File: src/rtl/dl_timer_arbiter.sv
// Round-robin arbiter lending one shared interval counter to NUM_REQ requesters.
// Latency: grant one edge after req; RUN lasts len+1 cycles, then a one-cycle done pulse.
// No backpressure: req is dropped by the end of DONE. Optional abort under DL_TIMER_ARB_ABORT_EN.
module dl_timer_arbiter #(
   parameter int NUM_REQ  = 4,
   parameter int NUM_BITS = 8
) (
   input  logic                        clk,
   input  logic                        rst,
   input  logic [NUM_REQ-1:0]          req,
   input  logic [NUM_REQ*NUM_BITS-1:0] req_len,
`ifdef DL_TIMER_ARB_ABORT_EN
   input  logic                        abort,
`endif
   output logic [NUM_REQ-1:0]          grant,
   output logic                        busy,
   output logic [NUM_BITS-1:0]         q,
   output logic [NUM_REQ-1:0]          done
);
   localparam int IW = $clog2(NUM_REQ);

   typedef enum logic [1:0] {IDLE, RUN, DONE} state_t;

   state_t              state;
   logic [NUM_BITS-1:0] len_r;
   logic [IW-1:0]       last_winner;
   logic                win_found;
   logic [IW-1:0]       win_idx;
   logic [IW-1:0]       cand;
   int                  scan;

   // Search starts just past the previous owner so every requester gets a turn.
   always_comb begin
      win_found = 1'b0;
      win_idx   = '0;
      cand      = '0;
      scan      = 0;
      for (int k = 1; k <= NUM_REQ; k++) begin
         scan = (int'(last_winner) + k) % NUM_REQ;
         cand = IW'(scan);
         if (!win_found && req[cand]) begin
            win_found = 1'b1;
            win_idx   = cand;
         end
      end
   end

   always_ff @(posedge clk) begin
      if (rst) begin
         state       <= IDLE;
         grant       <= '0;
         busy        <= 1'b0;
         q           <= '0;
         done        <= '0;
         len_r       <= '0;
         last_winner <= IW'(NUM_REQ - 1);
      end else begin
         case (state)
            IDLE: begin
               done <= '0;
               if (win_found) begin
                  state       <= RUN;
                  grant       <= NUM_REQ'(1) << win_idx;
                  busy        <= 1'b1;
                  q           <= '0;
                  len_r       <= req_len[win_idx*NUM_BITS +: NUM_BITS];
                  last_winner <= win_idx;
               end
            end
            RUN: begin
`ifdef DL_TIMER_ARB_ABORT_EN
               if (abort) begin
                  state <= IDLE;
                  grant <= '0;
                  busy  <= 1'b0;
                  q     <= '0;
               end else
`endif
               if (q == len_r) begin
                  state <= DONE;
                  done  <= grant;
                  grant <= '0;
                  busy  <= 1'b0;
                  q     <= '0;
               end else begin
                  q <= q + 1'b1;
               end
            end
            DONE: begin
               state <= IDLE;
               done  <= '0;
            end
            default: begin
               state <= IDLE;
               grant <= '0;
               busy  <= 1'b0;
               q     <= '0;
               done  <= '0;
            end
         endcase
      end
   end
endmodule

File: config.mk
export PLATFORM = sky130hd
export DESIGN_NAME = dl_timer_arbiter
export DESIGN_NICKNAME = d
export VERILOG_FILES = /design/src/rtl/dl_timer_arbiter.sv
export SDC_FILE = /design/constraint.sdc
export NUM_CORES = 1
export LEC_CHECK = 0
export BUFFER_PORTS_ARGS = -buffer_cell sky130_fd_sc_hd__buf_2
export CORE_ASPECT_RATIO = 1.2
export CORE_MARGIN = 1.5
export CORE_UTILIZATION = 45
export DETAILED_ROUTE_END_ITERATION = 7
export PLACE_DENSITY_LB_ADDON = 0.25
export SLEW_MARGIN = 20
export SYNTH_ARGS = -nofsm -noshare
export SYNTH_HDL_FRONTEND = slang
export SYNTH_SLANG_ARGS = --single-unit
File: constraint.sdc
create_clock -name clk -period 1.4 [get_ports clk]
set_input_delay 0.07 -clock clk [delete_from_list [all_inputs] [get_ports clk]]
set_output_delay 0.07 -clock clk [all_outputs]
set_load 0.02 [all_outputs]
==> impl_results.md <==
* Post-CTS setup buffers at 0
* Routed length per placed instance at 17.9 um
* Synth Flop Type: dfxtp_1
* Synth cell types at 41
* DRT Pass-1 Iters at 4
* Initial Util at 0.478
* Maximum clock path buffer count at 2
* CTS tree: built
* PortBufs at 54
* CTS root buf: clkbuf_8
* Detailed-placement wirelength estimate at 3250 um
* GRT overflow at 0
* Commonest non-fill, non-tap cells in the layout: buf_2, buf_4, dfxtp_1, dfxtp_2, mux2i_1
* Worst EP arrival at 1.73 ns
* Commonest non-fill, non-tap cell in the layout: buf_2
* Chip Width at 57.6 um
* Post-Place Cells at 272
* Setup violators final at 27
* Antenna diodes at 0
* Core Box Area at 3370 um^2
* CP Class: reg -> reg
* Measured slew at the worst slew-check pin at 0.320 ns
* Reg clk slew, reported paths at 0.06 ns
* Syn-to-layout area delta at 54.9%
* Syn Inst Count at 160
* Violations in the final reports: setup timing
* Clk sinks at 29
* CP startpoint kind: flop
* Vias in the first global route at 1544
* DR vias at 1633
* Die area at 3950 um^2
* CP bufs+invs at 1
* Ys async rst share at 0
* Io pins at 55
* Hold WS at 0.151 ns
* Drt total wl at 5060 um
* Worst-Skew Late Latency at 0.28 ns
* DRT iter0 DRCs at 48
* Final slew viol count at 0
* Hold Crit Class: in -> reg
* First-pass GRT wire length at 7110 um
* Final Critical Period at 1.54 ns
* Highest fanout seen on the critical path at 4
* Sequential share of the synthesized area at 0.361
* Critical Path RT at 1.59 ns
* Setup Skew at 0.00728 ns
* CTS buffer count at 5
* Die height at 68.5 um
* Critical-path cell list: nor2b_2 -> nor3_2 -> o32a_4 -> buf_8 -> mux2i_4 -> a221oi_2
* Detail Route Antenna Nets at 0
* Layout cells sized above 1 at 0.679
* Placer Congestion at 0.931
* Max-Cap Viols at 0
* Worst Setup End Kind: flop
* Hold Violations, Final at 0
* Largest net degree at the start of global routing at 22
* Standard-cell rows at 23
* Pwr dens at 1140 nW/um^2
* Post-Syn Area at 1610 um^2
* Mean Syn Cell Area at 10.1 um^2
* Fmax at 0.650 GHz
* Max stage delay on crit path at 0.36 ns
* NumNets Final at 284
* Worst VDD drop at 0.960 mV
* Via/cell ratio at 5.77
* RSZ-0062 raised after global routing: true
* Max-slew headroom at 0.785
* Synth Register Bits at 29
* GRT Overall Usage at 0.238
* Non-Filler Instances at 283
* Final period util at 1.10
* Slowest CP cell: dfxtp_4
* Post-synth EDFFs at 0
* Lkg Pwr at 1.10 nW
* Status: finished with violations
* Setup ws final at -0.140 ns
* # DRC at 0
* # fillers at 220
* Mapped Nets at 199
* Yosys warning count at 0
* Delay-heaviest family, CP: compound AO/OA/AOI/OAI gates
* Initial antenna violation count at 0
* H-Tree Depth at 2
## Yosys cell counts, types with 3 or more instances
cell type | instances | share of area
dfxtp_1 | 29 | 0.36
mux2i_1 | 17 | 0.11
nor2_1 | 10 | 0.023
a221oi_2 | 9 | 0.084
a21oi_1 | 8 | 0.025
o21bai_1 | 8 | 0.037
xor2_1 | 8 | 0.044
nand2_1 | 7 | 0.016
a22o_1 | 6 | 0.033
nand2b_1 | 5 | 0.019
o21ai_1 | 5 | 0.016
a31oi_1 | 4 | 0.016
nand3_1 | 4 | 0.012
buf_6 | 3 | 0.021
nor2_2 | 3 | 0.012
nor4_2 | 3 | 0.023
## power breakdown
| part | internal (mW) | total, mW | switching, mW |
|---|---|---|---|
| sequential | 0.919 | 0.999 | 0.0802 |
| clock | 0.400 | 0.703 | 0.303 |
| combinational | 0.556 | 1.14 | 0.588 |
| total | 1.88 | 2.85 | 0.972 |
## per-layer routing
layer / share of wire / up-vias / GRT usage / routed length [um]
met2: 0.54 / 60 / 0.442 / 2740
met4: 0.031 / 0 / 0.0901 / 159
li1: - / 770 / - / -
met3: 0.044 / 13 / 0.0522 / 222
met5: 0 / - / 0 / 0
met1: 0.38 / 790 / 0.265 / 1940
## layout make-up
cell class              instances  area (um^2)  share of cell area
repair buffers                 83          549               0.220
clock buffers                   8         90.1              0.0361
multi-input cells             123         1190               0.476
inverters                       3         11.3             0.00451
flip-flops and latches         29          609               0.244
well taps                      37         46.3              0.0186
## logic make-up after synthesis
logic type                 share of synthesized area
AOI/OAI and AO/OA                              0.252
xor gates and xnor gates                      0.0544
adders and majority gates                    0.00777
buffers and inverters                         0.0559
DFF                                            0.361
muxes                                          0.106
and+or+nand+nor                                0.164
## registers in the layout, indices dropped and copies added, names as in the netlist
register	count
len_r	8
q	8
done	4
grant	4
last_winner	2
state	2
busy	1
## final timing paths
kind                               start               endpoint  slack, ns  depth (start not counted)
max          last_winner[0]$_SDFFE_PP1P_  len_r[3]$_SDFFE_PP0P_      -0.14                          6
min                          req_len[16]  len_r[0]$_SDFFE_PP0P_       0.15                          3
max reg2reg  last_winner[0]$_SDFFE_PP1P_  len_r[3]$_SDFFE_PP0P_      -0.14                          6
min reg2reg        grant[1]$_SDFFE_PP0P_  grant[1]$_SDFFE_PP0P_       0.48                          2
## worst register-to-register path, delay by kind of cell (launching register included)
| family | cells | cell delay (ns) |
|---|---|---|
| buf+inv | 1 | 0.16 |
| flops | 1 | 0.36 |
| simple gates | 2 | 0.26 |
| mux | 1 | 0.18 |
| compound gates | 2 | 0.49 |
## what timing repair did
item,4_1_cts,5_1_grt
gates resized for setup,20,41
pin swaps,7,18
hold buffers,0,0
setup endpoints to repair,27,27
gates cloned,2,2
## stage by stage
step                setup WS [ns]  power, mW   util  TNS, ns  area [um^2]
floorplan                 -0.0986       1.56      -    -1.07         1630
global placement           -0.109       1.81  0.624   -0.975         2100
detailed placement         -0.225       1.84  0.624    -2.40         2100
CTS                       -0.0745       2.65  0.680    -1.37         2290
global route               -0.232       2.98  0.741    -4.20         2490
finish                     -0.140       2.85  0.741    -2.07         2490
Note: power is estimated with default switching activity, not from simulation.
